### src/rtl/cordic_pkg.sv
// Shared definitions for the CORDIC rotation controller: FSM states,
// operand limits and the size of the arctangent table.
package cordic_pkg;

    typedef enum logic [1:0] {
        IDLE = 2'd0,
        LOAD = 2'd1,
        ROT  = 2'd2,
        FIN  = 2'd3
    } state_e;

    // Largest legal |angle1| in Q4.10 (just under pi/2)
    localparam int ANGLE_MAX = 1608;
    // Largest legal radius in Q4.10 (just under 4.0)
    localparam int R_MAX     = 4095;
    // Number of entries the arctangent table can supply
    localparam int ATAN_LEN  = 14;
    // Width of the iteration counter / table index (holds 0..ATAN_LEN)
    localparam int IDX_W     = $clog2(ATAN_LEN + 1);

    // True when both operands lie inside the range the datapath is sized for
    function automatic logic operands_legal(input int r, input int a);
        return (r >= 0) && (r <= R_MAX) && (a >= -ANGLE_MAX) && (a <= ANGLE_MAX);
    endfunction

endpackage

### src/rtl/cordic_rot_ctrl_if.sv
// Request/response bundle of the CORDIC rotation controller.
// The requester drives start and the operands; the controller returns
// busy, the done pulse and the rotated vector with its error flag.
interface cordic_rot_ctrl_if #(
    parameter int W = 14
);
    logic                start;
    logic signed [W-1:0] R_fixed;
    logic signed [W-1:0] angle1;
    logic                busy;
    logic                done;
    logic signed [W-1:0] X;
    logic signed [W-1:0] Y;
    logic                err;

    modport master (
        output start, R_fixed, angle1,
        input  busy, done, X, Y, err
    );

    modport slave (
        input  start, R_fixed, angle1,
        output busy, done, X, Y, err
    );
endinterface

### src/rtl/cordic_atan_rom.sv
// Combinational arctangent table: idx -> atan(2^-idx) in Q4.(10+GUARD).
// Entries are stored at 2^24 scale and rounded to nearest on the way out.
// Entries for idx >= 11 are kept one below their power-of-two value because
// the true angle lies just under it; this keeps the final rounding correct
// for every GUARD in 0..14.
module cordic_atan_rom
    import cordic_pkg::*;
#(
    parameter int W     = 14,
    parameter int GUARD = 2
) (
    input  logic [IDX_W-1:0]      idx,
    output logic signed [W+GUARD:0] atan_o
);

    localparam int          ZW  = W + GUARD + 1;
    localparam int          SH  = 24 - (10 + GUARD);
    localparam logic [31:0] RND = 32'((1 << SH) >> 1);

    logic [31:0] t24;
    logic [31:0] rounded;

    // Select the high-precision angle and round it to the datapath scale
    always_comb begin
        t24 = '0;
        case (idx)
            4'd0:    t24 = 32'd13176795;
            4'd1:    t24 = 32'd7778716;
            4'd2:    t24 = 32'd4110060;
            4'd3:    t24 = 32'd2086331;
            4'd4:    t24 = 32'd1047214;
            4'd5:    t24 = 32'd524117;
            4'd6:    t24 = 32'd262123;
            4'd7:    t24 = 32'd131069;
            4'd8:    t24 = 32'd65536;
            4'd9:    t24 = 32'd32768;
            4'd10:   t24 = 32'd16384;
            4'd11:   t24 = 32'd8191;
            4'd12:   t24 = 32'd4095;
            4'd13:   t24 = 32'd2047;
            default: t24 = '0;
        endcase
        rounded = (t24 + RND) >> SH;
        atan_o  = ZW'(rounded);
    end

endmodule

### src/rtl/cordic_rot_ctrl.sv
// Iterative CORDIC rotator: rotates (R_fixed, 0) by angle1 using ITER
// shift-add micro-rotations, one per clock. The CORDIC gain is left in the
// result. Out-of-range operands finish immediately with err set.
module cordic_rot_ctrl
    import cordic_pkg::*;
#(
    parameter int W     = 14,
    parameter int ITER  = 12,
    parameter int GUARD = 2
) (
    input  logic             clk,
    input  logic             rst,
    cordic_rot_ctrl_if.slave bus
);

    // One extra integer bit over the operands absorbs the ~1.65 gain
    localparam int               XW     = W + GUARD + 1;
    localparam int               HALF   = (1 << GUARD) >> 1;
    localparam logic [IDX_W-1:0] I_LAST = IDX_W'(ITER - 1);

    state_e                state_q, state_d;
    logic [IDX_W-1:0]      i_q, i_d;
    logic signed [XW-1:0]  x_q, x_d;
    logic signed [XW-1:0]  y_q, y_d;
    logic signed [XW-1:0]  z_q, z_d;
    logic signed [W-1:0]   r_q, r_d;
    logic signed [W-1:0]   a_q, a_d;
    logic signed [W-1:0]   xo_q, xo_d;
    logic signed [W-1:0]   yo_q, yo_d;
    logic                  err_q, err_d;

    logic signed [XW-1:0]  atan_val;
    logic signed [XW-1:0]  x_sh, y_sh;
    logic signed [XW-1:0]  x_nxt, y_nxt, z_nxt;
    logic                  legal;

    // Drop the guard bits, rounding half-up
    function automatic logic signed [W-1:0] round_out(input logic signed [XW-1:0] v);
        logic signed [XW-1:0] s;
        s = (v + XW'(HALF)) >>> GUARD;
        return s[W-1:0];
    endfunction

    cordic_atan_rom #(
        .W     (W),
        .GUARD (GUARD)
    ) u_atan_rom (
        .idx    (i_q),
        .atan_o (atan_val)
    );

    // One micro-rotation: direction follows the sign of the residual angle
    always_comb begin
        x_sh = x_q >>> i_q;
        y_sh = y_q >>> i_q;
        if (!z_q[XW-1]) begin
            x_nxt = x_q - y_sh;
            y_nxt = y_q + x_sh;
            z_nxt = z_q - atan_val;
        end else begin
            x_nxt = x_q + y_sh;
            y_nxt = y_q - x_sh;
            z_nxt = z_q + atan_val;
        end
    end

    // Next-state, counter and datapath update for the controller FSM
    always_comb begin
        state_d = state_q;
        i_d     = i_q;
        x_d     = x_q;
        y_d     = y_q;
        z_d     = z_q;
        r_d     = r_q;
        a_d     = a_q;
        xo_d    = xo_q;
        yo_d    = yo_q;
        err_d   = err_q;
        legal   = operands_legal(int'(bus.R_fixed), int'(bus.angle1));

        case (state_q)
            IDLE: begin
                if (bus.start) begin
                    if (legal) begin
                        r_d     = bus.R_fixed;
                        a_d     = bus.angle1;
                        state_d = LOAD;
                    end else begin
                        xo_d    = '0;
                        yo_d    = '0;
                        err_d   = 1'b1;
                        state_d = FIN;
                    end
                end
            end
            LOAD: begin
                x_d     = XW'(r_q) <<< GUARD;
                y_d     = '0;
                z_d     = XW'(a_q) <<< GUARD;
                i_d     = '0;
                state_d = ROT;
            end
            ROT: begin
                x_d = x_nxt;
                y_d = y_nxt;
                z_d = z_nxt;
                i_d = i_q + 1'b1;
                if (i_q == I_LAST) begin
                    // Results are published on the edge into FIN so they are valid with done
                    xo_d    = round_out(x_nxt);
                    yo_d    = round_out(y_nxt);
                    err_d   = 1'b0;
                    state_d = FIN;
                end
            end
            FIN: begin
                state_d = IDLE;
            end
            default: begin
                state_d = IDLE;
            end
        endcase
    end

    // State, datapath and result registers; reset clears everything
    always_ff @(posedge clk or posedge rst) begin
        if (rst) begin
            state_q <= IDLE;
            i_q     <= '0;
            x_q     <= '0;
            y_q     <= '0;
            z_q     <= '0;
            r_q     <= '0;
            a_q     <= '0;
            xo_q    <= '0;
            yo_q    <= '0;
            err_q   <= 1'b0;
        end else begin
            state_q <= state_d;
            i_q     <= i_d;
            x_q     <= x_d;
            y_q     <= y_d;
            z_q     <= z_d;
            r_q     <= r_d;
            a_q     <= a_d;
            xo_q    <= xo_d;
            yo_q    <= yo_d;
            err_q   <= err_d;
        end
    end

    assign bus.busy = (state_q != IDLE);
    assign bus.done = (state_q == FIN);
    assign bus.X    = xo_q;
    assign bus.Y    = yo_q;
    assign bus.err  = err_q;

endmodule

### src/flat_wrapper.sv
// flat-port wrapper written by rule: the top's interface ports become plain ports
module cordic_rot_ctrl_flat import cordic_pkg::*;
#(
    parameter int W     = 14,
    parameter int ITER  = 12,
    parameter int GUARD = 2
)
  (clk, rst, bus_start, bus_R_fixed, bus_angle1, bus_busy, bus_done, bus_X, bus_Y, bus_err);
  cordic_rot_ctrl_if #(.W(W)) bus_i ();
  input  logic clk;
  input  logic rst;
  input wire logic [$bits(bus_i.start)-1:0] bus_start;
  input wire logic [$bits(bus_i.R_fixed)-1:0] bus_R_fixed;
  input wire logic [$bits(bus_i.angle1)-1:0] bus_angle1;
  output wire logic [$bits(bus_i.busy)-1:0] bus_busy;
  output wire logic [$bits(bus_i.done)-1:0] bus_done;
  output wire logic [$bits(bus_i.X)-1:0] bus_X;
  output wire logic [$bits(bus_i.Y)-1:0] bus_Y;
  output wire logic [$bits(bus_i.err)-1:0] bus_err;
  assign bus_i.start = bus_start;
  assign bus_i.R_fixed = bus_R_fixed;
  assign bus_i.angle1 = bus_angle1;
  assign bus_busy = bus_i.busy;
  assign bus_done = bus_i.done;
  assign bus_X = bus_i.X;
  assign bus_Y = bus_i.Y;
  assign bus_err = bus_i.err;
  cordic_rot_ctrl #(.W(W), .ITER(ITER), .GUARD(GUARD)) u_core (.clk(clk), .rst(rst), .bus(bus_i));
endmodule
### config.mk
export PLATFORM = sky130hd
export DESIGN_NAME = cordic_rot_ctrl_flat
export DESIGN_NICKNAME = d
export VERILOG_FILES = /design/src/rtl/cordic_pkg.sv /design/src/rtl/cordic_rot_ctrl_if.sv /design/src/rtl/cordic_atan_rom.sv /design/src/rtl/cordic_rot_ctrl.sv /design/src/flat_wrapper.sv
export SDC_FILE = /design/constraint.sdc
export NUM_CORES = 1
export LEC_CHECK = 0
export CAP_MARGIN = 20
export CORE_ASPECT_RATIO = 0.8
export CORE_MARGIN = 2
export CORE_UTILIZATION = 50
export DETAILED_ROUTE_END_ITERATION = 12
export PLACE_DENSITY = 0.69
export SLEW_MARGIN = 15
export SYNTH_ARGS = -nofsm -noshare
export SYNTH_HDL_FRONTEND = slang
export SYNTH_HIERARCHICAL = 1
export SYNTH_SLANG_ARGS = --single-unit
### constraint.sdc
create_clock -name clk -period 6 [get_ports clk]
set_input_delay 1.5 -clock clk [delete_from_list [all_inputs] [get_ports clk]]
set_output_delay 1.5 -clock clk [all_outputs]
set_load 0.02 [all_outputs]
Word level (Yosys, flattened, before mapping)
Memories as Yosys holds them, arrays and structs flattened.
Cells that the tools add are included.
- add/subtract/negate cells: 10
- $lt $le $gt $ge: 4
- equality and inequality tests: 7
- shift operators: 2
- muxes and demuxes: 21
- reductions and logical operators: 10
- operators by type and width (operator ; number):
    one-hot mux 17 bit (2 select lines) ; 3
    two-way mux 14 bit ; 4
    one-hot mux 14 bit (2 select lines) ; 2
    adder 17 bit ; 3
    two-way mux 17 bit ; 3
    subtractor 17 bit ; 3
    >>> shifter 17 x 4 -> 17 bit ; 2
    adder 16 x 3 -> 16 bit, second input constant ; 2
    adder 29 x 12 -> 29 bit, second input constant ; 1
    >= comparator 14 x 1 -> 1 bit, second input constant ; 1
    >= comparator 14 x 12 -> 1 bit, second input constant ; 1
    less-or-equal comparator 14 x 12 -> 1 bit, second input constant ; 1
    less-or-equal comparator 14 x 13 -> 1 bit, second input constant ; 1
    one-hot mux 2 bit (4 select lines) ; 1
    one-hot mux 4 bit (2 select lines) ; 1
    two-way mux 2 bit ; 3
    nonzero test 2 bit ; 3
    adder 4 x 1 -> 4 bit, second input constant ; 1
    equality test 2 bit, second input constant ; 2
    equality test 4 bit, second input constant ; 1
    != test 2 bit, second input constant ; 2
    AND reduction 4 bit ; 1
    logical AND 1 bit ; 3
    two-way mux 1 bit ; 3
    6 further kinds ; 6
- bits in registers: 114
- ROM bits: 384
- input bits: 31
- output and inout port bits: 31
- logic and storage cells: 65
- memories kept: 1
- memory list (memory ; words ; width ; rd ports ; clocked after Yosys merged registers in ; write ports ; line ; text):
    (no name shown) ; 16 ; 24 ; 1 ; 0 ; 0 ; cordic_atan_rom.sv:26 ; case (idx)

Logic depth before layout (Yosys ltp)
Gate-level depths: netlist of run 1.
- word-level depth: 7
- depth in mapped cells: 24
- depth with buffers taken out: 24

By module
Netlist of run 1, hierarchy kept.
- modules (own cells, without submodules) (module ; times used ; cells an instance ; area each (um2) ; sequential area each (um2)):
    cordic_rot_ctrl ; 1 ; 1115 ; 10025.9 ; 2852.7
    cordic_atan_rom ; 1 ; 60 ; 431.7 ; 0.0

Least setup slack after synthesis of run 1
Ideal clock, no wire load.
- path type: register to register
- from: reg u_core.i_q[1]
- to: reg u_core.yo_q[9] (netlist: u_core/bus.Y[9])
- library setup time: 0.121 ns
- arrival time: 5.042 ns
- data required time: 5.879 ns
- slack: 0.837 ns
- cell stages (with the launch flop): 22
- buffers on the path: 5
- period minus slack after synthesis: 5.163 ns
- cells stage by stage: dfrtp_1 -> buf_6 -> buf_6 -> buf_6 -> buf_6 -> buf_6 -> mux4_2 -> nand2_1 -> a21oi_1 -> a21oi_2 -> ha_1 -> mux2_2 -> fa_1 -> nor2b_4 -> o21ai_0 -> nor3b_1 -> or4_4 -> or4b_4 -> nor3_4 -> and4_1 -> xnor2_1 -> a22o_1
- longest elaborated chain between the ends: 6
- elaborated cells on any way between the ends: 10
- those cells by class: add/sub: 3; eq/ne: 2; shift: 1; mux: 3; reduce/logical: 1
- RTL lines (element ; line ; text):
    start, declared ; cordic_rot_ctrl.sv:22 ; logic [IDX_W-1:0] i_q, i_d;
    start signal, assigned ; cordic_rot_ctrl.sv:140 ; i_q <= i_d;
    >>> shifter 17 x 4 -> 17 bit ; cordic_rot_ctrl.sv:54 ; x_sh = x_q >>> i_q;
    adder 17 bit or subtractor 17 bit (tied branches) ; cordic_rot_ctrl.sv:58, cordic_rot_ctrl.sv:62 ;
    two-way mux 17 bit ; cordic_rot_ctrl.sv:56 ; if (!z_q[XW-1]) begin
    adder 16 x 3 -> 16 bit ; cordic_rot_ctrl.sv:40 ; s = (v + XW'(HALF)) >>> GUARD;
    two-way mux 14 bit ; cordic_rot_ctrl.sv:108 ; if (i_q == I_LAST) begin
    one-hot mux 14 bit (2 select lines) ; cordic_rot_ctrl.sv:81 ; case (state_q)
    end signal, assigned ; cordic_rot_ctrl.sv:147 ; yo_q <= yo_d;
    end, declared ; cordic_rot_ctrl.sv:29 ; logic signed [W-1:0] yo_q, yo_d;
Several ways; a longest one is shown, not always the timed one. The select of a mux whose other input is x is not followed.
A chain may end at the register's enable or synchronous reset.

Final worst setup path of run 1
- from: reg u_core.i_q[0]
- to: reg u_core.xo_q[13] (netlist: u_core/bus.X[13])
- longest elaborated chain between the ends: 6
- elaborated cells on any way between the ends: 10
- those cells by class: add/sub: 3; eq/ne: 2; shift: 1; mux: 3; reduce/logical: 1
- RTL lines (element ; line ; text):
    >>> shifter 17 x 4 -> 17 bit ; cordic_rot_ctrl.sv:55 ; y_sh = y_q >>> i_q;
    subtractor 17 bit or adder 17 bit (tied branches) ; cordic_rot_ctrl.sv:57, cordic_rot_ctrl.sv:61 ;
    two-way mux 17 bit ; cordic_rot_ctrl.sv:56 ;
    adder 16 x 3 -> 16 bit ; cordic_rot_ctrl.sv:40 ;
    two-way mux 14 bit ; cordic_rot_ctrl.sv:108 ;
    one-hot mux 14 bit (2 select lines) ; cordic_rot_ctrl.sv:81 ;
    end signal, assigned ; cordic_rot_ctrl.sv:146 ; xo_q <= xo_d;
    end, declared ; cordic_rot_ctrl.sv:28 ; logic signed [W-1:0] xo_q, xo_d;
Several ways; a longest one is shown, not always the timed one. The select of a mux whose other input is x is not followed.

==> results of run 1 <==
-- kinds of logic after synthesis --
logic type	synth area share, %
other	0.03586
AO/OA/AOI/OAI	19.08
flip-flops	27.28
XOR/XNOR	9.045
buffers and inverters	5.552
multiplexers	14.41
AND/OR/NAND/NOR	15.89
adder cells (fa/ha/maj)	8.710
-- worst register-to-register path: cells and delay by family, from the launching register on --
kind,cells,cell delay [ns]
AOI/OAI and AO/OA,7,1.35
and+or+nand+nor,5,1.32
DFF,1,0.69
muxes,1,0.60
adders and majority gates,2,0.58
xor gates and xnor gates,2,0.47
buffers and inverters,1,0.39
-- layer usage --
layer  GRT usage (%)  routed length, um
met1           39.45              13390
met2           35.80              11370
met3           5.229               2649
met4           5.652                401
met5               0                  0
-- timing repair --
item	4_1_cts	5_1_grt
hold buffers	0	0
gates resized for setup	0	1
endpoints found under the setup margin	0	2
-- state kept, by name, indices dropped and copies added (netlist names) --
register        cells
u_core/y_q         17
u_core/bus.X       14
u_core/r_q         14
u_core/z_q         17
u_core/a_q         14
u_core/state_q      2
u_core/x_q         17
u_core/bus.Y       14
u_core/i_q          4
u_core/bus.err      1
-- cells in the final DEF, fill, tap and decap left out, types with 9 or more instances in the layout --
master / count
a21o_1: 10
a21oi_1: 96
a22o_1: 10
a31oi_1: 13
and2_1: 14
buf_4: 24
clkbuf_16: 17
clkdlybuf4s50_1: 61
dfrtp_1: 112
ha_1: 66
inv_1: 59
mux2_2: 41
mux2i_1: 41
mux4_2: 24
nand2_1: 102
nand2b_1: 11
nand3_1: 25
nor2_1: 95
nor2b_1: 12
nor3_1: 25
o21a_1: 14
o21ai_0: 70
o22ai_1: 9
xnor2_1: 59
xor2_1: 49
-- per-stage QoR --
| step | instance area, um^2 | util, % | instances |
|---|---|---|---|
| 6_report | 11850 | 57.56 | 1501 |
| 3_5_place_dp | 11260 | 54.72 | 1471 |
| 3_3_place_gp | 11260 | 54.72 | 1471 |
| 5_1_grt | 11850 | 57.56 | 1501 |
| 4_1_cts | 11840 | 57.53 | 1501 |
| 2_1_floorplan | 10470 | - | 1179 |
-- cell usage after synthesis, types with 6 or more instances --
library cell  instances  share of area (%)
mux2_2               41                4.4
a21o_1               10               0.72
xor2_1               49                4.1
nand2b_1             11               0.66
buf_4                 7               0.50
buf_2                 7               0.33
o21ai_0              70                3.4
or3_1                 7               0.42
o22ai_1               9               0.54
clkbuf_1             29                1.0
nor2_1               95                3.4
a21oi_1              96                4.6
buf_1                 9               0.32
nor3_1               25                1.2
nand3_1              25                1.2
o21bai_1              6               0.43
ha_1                 68                8.1
a31oi_1              13               0.78
nor4_1                8               0.48
xnor2_1              59                4.9
o21a_1               14                1.0
mux4_2               24                5.2
and2_1               14               0.84
nand2_1             102                3.7
dfrtp_1             114                 27
a22o_1               10               0.84
inv_1                60                2.2
o2bb2ai_1             7               0.59
and3_1                8               0.48
o211ai_1              7               0.50
o31ai_1               6               0.43
or2_2                 7               0.42
buf_6                 9               0.97
a21boi_0              7               0.50
mux2i_1              41                3.9
nor2b_1              12               0.72
-- area by class of cell --
class | instances | area share (%)
inverter | 61 | 1.954
multi-input combinational | 942 | 59.55
tap | 269 | 2.841
clock buffer | 21 | 3.971
timing repair buffer | 85 | 6.675
clock inverter | 9 | 0.9083
sequential | 114 | 24.10
-- path summary, 6_finish.rpt --
kind	start	end	depth (start not counted)
max in group asynchronous	rst	u_core/y_q[15]	3
setup reg to reg	u_core/i_q[0]	u_core/bus.X[13]	18
hold reg to reg	u_core/bus.X[3]	u_core/bus.X[3]	2
hold / removal	u_core/bus.X[3]	u_core/bus.X[3]	2
setup / recovery	u_core/i_q[0]	u_core/bus.X[13]	18
min in group asynchronous	rst	u_core/bus.X[6]	2
==> flow_summary.toml, run 1 <==
[clock_tree]
numCtsBuffers = 17
cts_setup_buffers = 0
htree_levels = 4
clk_pin_slew_worst_paths_ns = 0.05
cts_tree = "done"
ctsLongestPathBuffers = 2
cts_root_buf = "clkbuf_16"
clkLatencyLatePin_ns = 0.41
cts.sinks = 114

[global_route]
grt_pass1_vias = 8294
grt_usage_pct = 25.31
grt_pass1_wl_um = 45030
grt_start_max_net_pins = 73
gr-total-overflow = 0
antenna_found_initial = 0

[setup_path]
cp.required_ns = 6.29
end_kind = "register"
crit_chain = "buf_4, mux4_2, nand2_1, a21oi_1, a21oi_1, ha_1, and3_1, a21oi_1, xor2_1, ha_1, a211o_1, o31ai_1, xnor2_1, nand2_1, or4_1, nor3_1, a311o_1, o211ai_1"
crit_buf_inv = 1
rrSetupSlack_ns = 0.48
slowest_delay_ns = 0.69
crit_fanout = 24
cp_slowest_cell = "dfrtp_2"
cp_data_arrival_time_ns = 5.81
worstSetupPathType = "register to register"
start_kind = "register"
cpMostUsedCell = "a21oi_1"
crit_family = "compound AO/OA/AOI/OAI gates"

[synth]
syn_inst = 1175
synth_enable_flop_cells = 0
ys_types = 85
syn_area_per_cell_um2 = 8.900
syn_area_mm2 = 0.01046
synth-seq-cells = 114
synth_seq_area_share_pct = 27.28
synth-async-reset-ratio_pct = 100.0
ys.flop_type = "dfrtp_1"
ys.warnings.count = 6

[die]
io_pins = 62
core_area_mm2 = 0.02058
dieHeight_um = 133.4
start_util_pct = 50.81
fp-row-count = 47
chipWidth_um = 165.7
die_area_mm2 = 0.02209

[final_layout]
n_fill_cell = 1817
multi_input_area_mm2 = 0.007054
fin_nets = 1323
seqCellArea_mm2 = 0.002855
n_antenna_cell = 0
layout-drive-gt1-share_pct = 12.09
area_delta_synth_final_pct = 13.28

[hold_path]
worstHoldPathType = "register to register"

[run]
maxCapViolations = 0

[sta]
report.final.setup_viol = 0
fin_hold_ws_ns = 0.4817
skew_ns = 0.006094
worst_slew_pin_slew_ns = 0.9070
max_clock_freq_ghz = 0.1811
rsz0062_at_grt = "false"
worst_slack_ns = 0.4795
slew_violations = 0
hold_violations = 0
relSlewSlack_pct = 39.53
setup-tns-final_ns = 0
post-route-period-util_pct = 92.01
period_needed_ns = 5.521

[placed_design]
gp_congestion = 0.9065
hpwl_um = 20880
pre_cts_slack_ns = 0.5241
numPortBuffers = 61

[detailed_routing]
drt_wl_total_um = 27810
drtPass1Iterations = 5
drc = 0
via_per_inst = 6.006
wl_per_cell_um = 18.53
vias = 9015
dr.first_iter.drc_count = 758
final_antenna_net_count = 0

[status]
status = "complete, no violations"
Power of run 1 is left out: the tool's default activity adds up to more than one toggle a clock period on the data nets, which glitch-free logic cannot reach.
==> run 2, diff against run 1 <==
--- a/config.mk
+++ b/config.mk
@@ -11,6 +11,7 @@
 export CORE_UTILIZATION = 50
 export DETAILED_ROUTE_END_ITERATION = 12
 export PLACE_DENSITY = 0.69
+export REMOVE_ABC_BUFFERS = 1
 export SLEW_MARGIN = 15
 export SYNTH_ARGS = -nofsm -noshare
 export SYNTH_HDL_FRONTEND = slang
==> run 2 against run 1 <==
Effect of this change: clock skew grew 0.0056 ns; die area is the same; clock-buffer cell count shrank 4; critical path type unchanged.
==> flow_summary.toml, run 2 (synthesis gave the netlist of run 1 again) <==
[final_layout]
top_regs = "u_core/x_q x17, u_core/y_q x17, u_core/z_q x17"
layout-drive-gt1-share_pct = 12.31
n_fill_cell = 1828
area_delta_synth_final_pct = 13.63
n_antenna_cell = 0
fin_nets = 1324
final_cell_mix = "dfrtp_1, nand2_1, a21oi_1, nor2_1, o21ai_0"
final_common_cell = "dfrtp_1"

[die]
io_pins = 62
dieHeight_um = 133.4
chipWidth_um = 165.7
core_area_mm2 = 0.02058
start_util_pct = 50.81
fp-row-count = 47
die_area_mm2 = 0.02209

[global_route]
grt_pass1_vias = 8696
antenna_found_initial = 0
grt_start_max_net_pins = 72
grt_pass1_wl_um = 46350
grt_usage_pct = 26.08
gr-total-overflow = 0

[clock_tree]
cts.sinks = 114
numCtsBuffers = 17
clk_pin_slew_worst_paths_ns = 0.06
ctsLongestPathBuffers = 2
clkLatencyLatePin_ns = 0.43
cts_setup_buffers = 0
cts_tree = "done"
cts_root_buf = "clkbuf_16"
htree_levels = 4

[setup_path]
start_kind = "register"
worstSetupPathType = "register to register"
slowest_delay_ns = 0.57
cp_data_arrival_time_ns = 5.92
crit_buf_inv = 1
timing.rr.end = "u_core/bus.Y[12]"
rrSetupSlack_ns = 0.39
r2r_start = "u_core/i_q[3]"
cp_slowest_cell = "or4b_4"
rr_worst_depth = 16
cp.required_ns = 6.30
crit_chain = "buf_4, mux2_2, mux4_2, a21oi_2, ha_1, mux2_2, fa_1, nor2b_4, o21ai_0, nor3b_1, or4_4, or4b_4, nor3_1, nand3_1, nand3_1, o211ai_1"
crit_family = "simple AND/OR/NAND/NOR gates"
crit_fanout = 18
end_kind = "register"

[detailed_routing]
drtPass1Iterations = 5
dr.first_iter.drc_count = 652
vias = 9013
wl_per_cell_um = 18.81
drt_wl_total_um = 28290
via_per_inst = 5.993
drc = 0
final_antenna_net_count = 0

[sta]
max_clock_freq_ghz = 0.1781
post-route-period-util_pct = 93.58
relSlewSlack_pct = 25.86
worst_slack_ns = 0.3852
rsz0062_at_grt = "false"
slew_violations = 0
skew_ns = 0.01171
period_needed_ns = 5.615
report.final.setup_viol = 0
fin_hold_ws_ns = 0.4774
hold_violations = 0
worst_slew_pin_slew_ns = 1.108
setup-tns-final_ns = 0

[status]
status = "complete, no violations"

[hold_path]
worstHoldPathType = "register to register"
hold-path-endpoint = "u_core/bus.Y[7]"
min_from = "u_core/bus.Y[7]"
worstHoldPathCells = 2

[placed_design]
pre_cts_slack_ns = 0.4291
numPortBuffers = 61
hpwl_um = 20690
gp_congestion = 0.9576

[run]
maxCapViolations = 0
==> run 2: changes by cell type in the layout (fill, tap and decap cells not counted), moves of 2 or more <==
cell	before	now
clkbuf_8	3	0
clkinv_4	0	2
clkinvlp_4	5	2
inv_6	0	6
inv_8	0	2
==> run 2: cell type report <==
class                   count  area [um^2]  share of cell area, %
flip-flops and latches    114         2858                  24.05
multi-input cells         942         7048                  59.31
well taps                 269        336.6                  2.832
clock inverters            15        172.7                  1.453
inverters                  61        231.5                  1.948
repair buffers             86        810.8                  6.823
clock buffers              17        425.4                  3.580
==> run 2: worst min-delay path: stages (launching register included) <==
cell,delay (ns)
dfrtp_1,0.34
nand2_1,0.05
o21ai_0,0.06
==> run 2: how the worst max path moves through the flow <==
stage                   from                to  slack (ns)  cells past startpoint
6_report       u_core/i_q[3]  u_core/bus.Y[12]        0.39                     16
3_5_place_dp   u_core/i_q[0]  u_core/bus.Y[12]        0.43                     17
4_1_cts        u_core/i_q[0]  u_core/bus.Y[12]        0.40                     17
5_1_grt        u_core/i_q[3]  u_core/bus.Y[13]        0.04                     18
3_3_place_gp   u_core/i_q[0]   u_core/bus.Y[8]        0.44                     17
2_1_floorplan  u_core/i_q[1]    u_core/z_q[16]        0.22                     19
==> run 2: metrics by stage <==
stage          area, um^2  utilization (%)  instances
4_1_cts             11880            57.72       1504
5_1_grt             11880            57.73       1504
3_3_place_gp        11280            54.81       1472
6_report            11880            57.73       1504
2_1_floorplan       10120                -       1117
3_5_place_dp        11280            54.81       1472
==> run 2: routing by layer <==
| layer | GRT usage, % | up-vias | share of wire, % |
|---|---|---|---|
| met4 | 6.763 | 0 | 1.9 |
| met5 | 0 | - | 0 |
| met1 | 38.13 | 4351 | 49 |
| met3 | 5.615 | 37 | 6.6 |
| li1 | - | 4353 | - |
| met2 | 39.35 | 272 | 43 |
==> run 2: timing repair <==
| item | in CTS | in global routing |
|---|---|---|
| endpoints found under the hold margin | 0 | 0 |
| hold buffers | 0 | 0 |
| endpoints found under the setup margin | 0 | 2 |
| resized for setup | 0 | 1 |
Power of run 2 is left out for the same reason.
==> run 3, diff against run 2 <==
--- a/config.mk
+++ b/config.mk
@@ -5,12 +5,13 @@
 export SDC_FILE = /design/constraint.sdc
 export NUM_CORES = 1
 export LEC_CHECK = 0
+export ABC_CLOCK_PERIOD_IN_PS = 6000
 export CAP_MARGIN = 20
 export CORE_ASPECT_RATIO = 0.8
 export CORE_MARGIN = 2
 export CORE_UTILIZATION = 50
 export DETAILED_ROUTE_END_ITERATION = 12
-export PLACE_DENSITY = 0.69
+export PLACE_DENSITY = 0.74
 export REMOVE_ABC_BUFFERS = 1
 export SLEW_MARGIN = 15
 export SYNTH_ARGS = -nofsm -noshare
==> run 3 against run 2 <==
Effect of this change: die area is the same; core utilization decreased by 0.48 points; wire length is 2.4% lower; critical endpoint is now u_core/bus.Y[13]; highest routed layer unchanged.
==> flow_summary.toml, run 3 (synthesis gave the netlist of run 1 again) <==
[status]
status = "complete, no violations"

[final_layout]
final_cell_mix = "dfrtp_1, nand2_1, a21oi_1, nor2_1, o21ai_0"
multi_input_area_mm2 = 0.007057
fin_nets = 1314
layout-drive-gt1-share_pct = 11.59
top_regs = "u_core/x_q x17, u_core/y_q x17, u_core/z_q x17"
area_delta_synth_final_pct = 12.68
seqCellArea_mm2 = 0.002859
n_antenna_cell = 0
final_common_cell = "dfrtp_1"
n_fill_cell = 1864

[clock_tree]
cts_root_buf = "clkbuf_16"
cts.sinks = 114
cts_tree = "done"
cts_setup_buffers = 0
clkLatencyLatePin_ns = 0.44
numCtsBuffers = 17
htree_levels = 4
clk_pin_slew_worst_paths_ns = 0.06
ctsLongestPathBuffers = 2

[sta]
max_clock_freq_ghz = 0.1798
setup-tns-final_ns = 0
period_needed_ns = 5.561
report.final.setup_viol = 0
relSlewSlack_pct = 25.80
worst_slew_pin_slew_ns = 1.109
hold_violations = 0
slew_violations = 0
rsz0062_at_grt = "false"
post-route-period-util_pct = 92.68
skew_ns = 0.01240

[setup_path]
slowest_delay_ns = 0.60
start_kind = "register"
crit_buf_inv = 1
rrSetupSlack_ns = 0.44
rr_worst_depth = 19
crit_chain = "buf_12, mux4_2, a22o_1, a31oi_1, nor2b_1, nand2_1, nor2_1, a31oi_1, xnor2_1, ha_1, a211o_1, or2_2, o21ai_0, o21ai_1, a311oi_1, xnor2_1, nand4_1, xnor2_1, o21ai_0"
r2r_start = "u_core/i_q[0]"
cp.required_ns = 6.35
crit_fanout = 33
timing.rr.end = "u_core/bus.Y[13]"
crit_family = "compound AO/OA/AOI/OAI gates"
cp_slowest_cell = "mux4_2"
cp_data_arrival_time_ns = 5.91
worstSetupPathType = "register to register"
cpMostUsedCell = "xnor2_1"
end_kind = "register"

[hold_path]
min_from = "u_core/bus.Y[7]"
hold-path-endpoint = "u_core/bus.Y[7]"
worstHoldPathCells = 2
worstHoldPathType = "register to register"

[detailed_routing]
via_per_inst = 6.088
final_antenna_net_count = 0
dr.first_iter.drc_count = 803
drc = 0
drt_wl_total_um = 27620
vias = 9096
wl_per_cell_um = 18.49
drtPass1Iterations = 5

[global_route]
antenna_found_initial = 0
grt_pass1_wl_um = 45440
met2_usage_pct = 38.38
grtUsageMet3_pct = 5.229
grt_pass1_vias = 8558
gr-total-overflow = 0
top_usage_layer = "met2"
grt_usage_pct = 25.39
grt_start_max_net_pins = 71
use_met1_pct = 36.64

[die]
io_pins = 62
dieHeight_um = 133.4
fp-row-count = 47
core_area_mm2 = 0.02058
chipWidth_um = 165.7
start_util_pct = 50.81
die_area_mm2 = 0.02209

[placed_design]
hpwl_um = 19690
numPortBuffers = 61
gp_congestion = 0.9652

[run]
maxCapViolations = 0
run 3: per-layer routing:
metal / share of wire (%) / vias up
met5: 0 / -
met4: 2.2 / 0
met3: 6.5 / 41
met2: 44 / 355
met1: 48 / 4378
li1: - / 4322
run 3: worst reg2reg max path, stage by stage (launching register included):
cell      delay [ns]
dfrtp_2         0.57
buf_12          0.28
mux4_2          0.61
a22o_1          0.27
a31oi_1         0.28
nor2b_1         0.30
nand2_1         0.15
nor2_1          0.18
a31oi_1         0.11
xnor2_1         0.15
ha_1            0.34
a211o_1         0.36
or2_2           0.29
o21ai_0         0.19
o21ai_1         0.16
a311oi_1        0.46
xnor2_1         0.26
nand4_1         0.20
xnor2_1         0.16
o21ai_0         0.16
run 3: layout make-up:
class                      count  area share [%]
clock buffer                  18           3.642
multi-input combinational    942           59.89
clock inverter                14           1.115
timing repair buffer          76           6.275
sequential                   114           24.26
tap                          269           2.856
inverter                      61           1.964
run 3: stage by stage:
stage          util, %  instance area [um^2]  hold WS (ns)  worst slack [ns]  cells
6_report         57.25                 11780        0.4798            0.4392   1494
5_1_grt          57.25                 11780        0.4984           0.05129   1494
3_3_place_gp     54.45                 11210        0.4646            0.3973   1462
2_1_floorplan        -                 10120        0.4528            0.2209   1117
3_5_place_dp     54.45                 11210        0.4698            0.3877   1462
4_1_cts          57.17                 11770        0.4829            0.3453   1494
run 3: repair_timing:
action,CTS,global route
setup endpoints to repair,0,6
resized for setup,0,5
hold buffers,0,0
run 3: how the worst max path moves through the flow:
stage,startpoint,end,slack (ns),depth (start not counted)
6_report,u_core/i_q[0],u_core/bus.Y[13],0.44,19
3_3_place_gp,u_core/i_q[1],u_core/bus.Y[13],0.40,19
2_1_floorplan,u_core/i_q[1],u_core/z_q[16],0.22,19
3_5_place_dp,u_core/i_q[1],u_core/bus.Y[12],0.39,17
5_1_grt,u_core/i_q[0],u_core/bus.Y[13],0.05,19
4_1_cts,u_core/i_q[1],u_core/bus.Y[13],0.35,19
Power of run 3 is left out for the same reason.
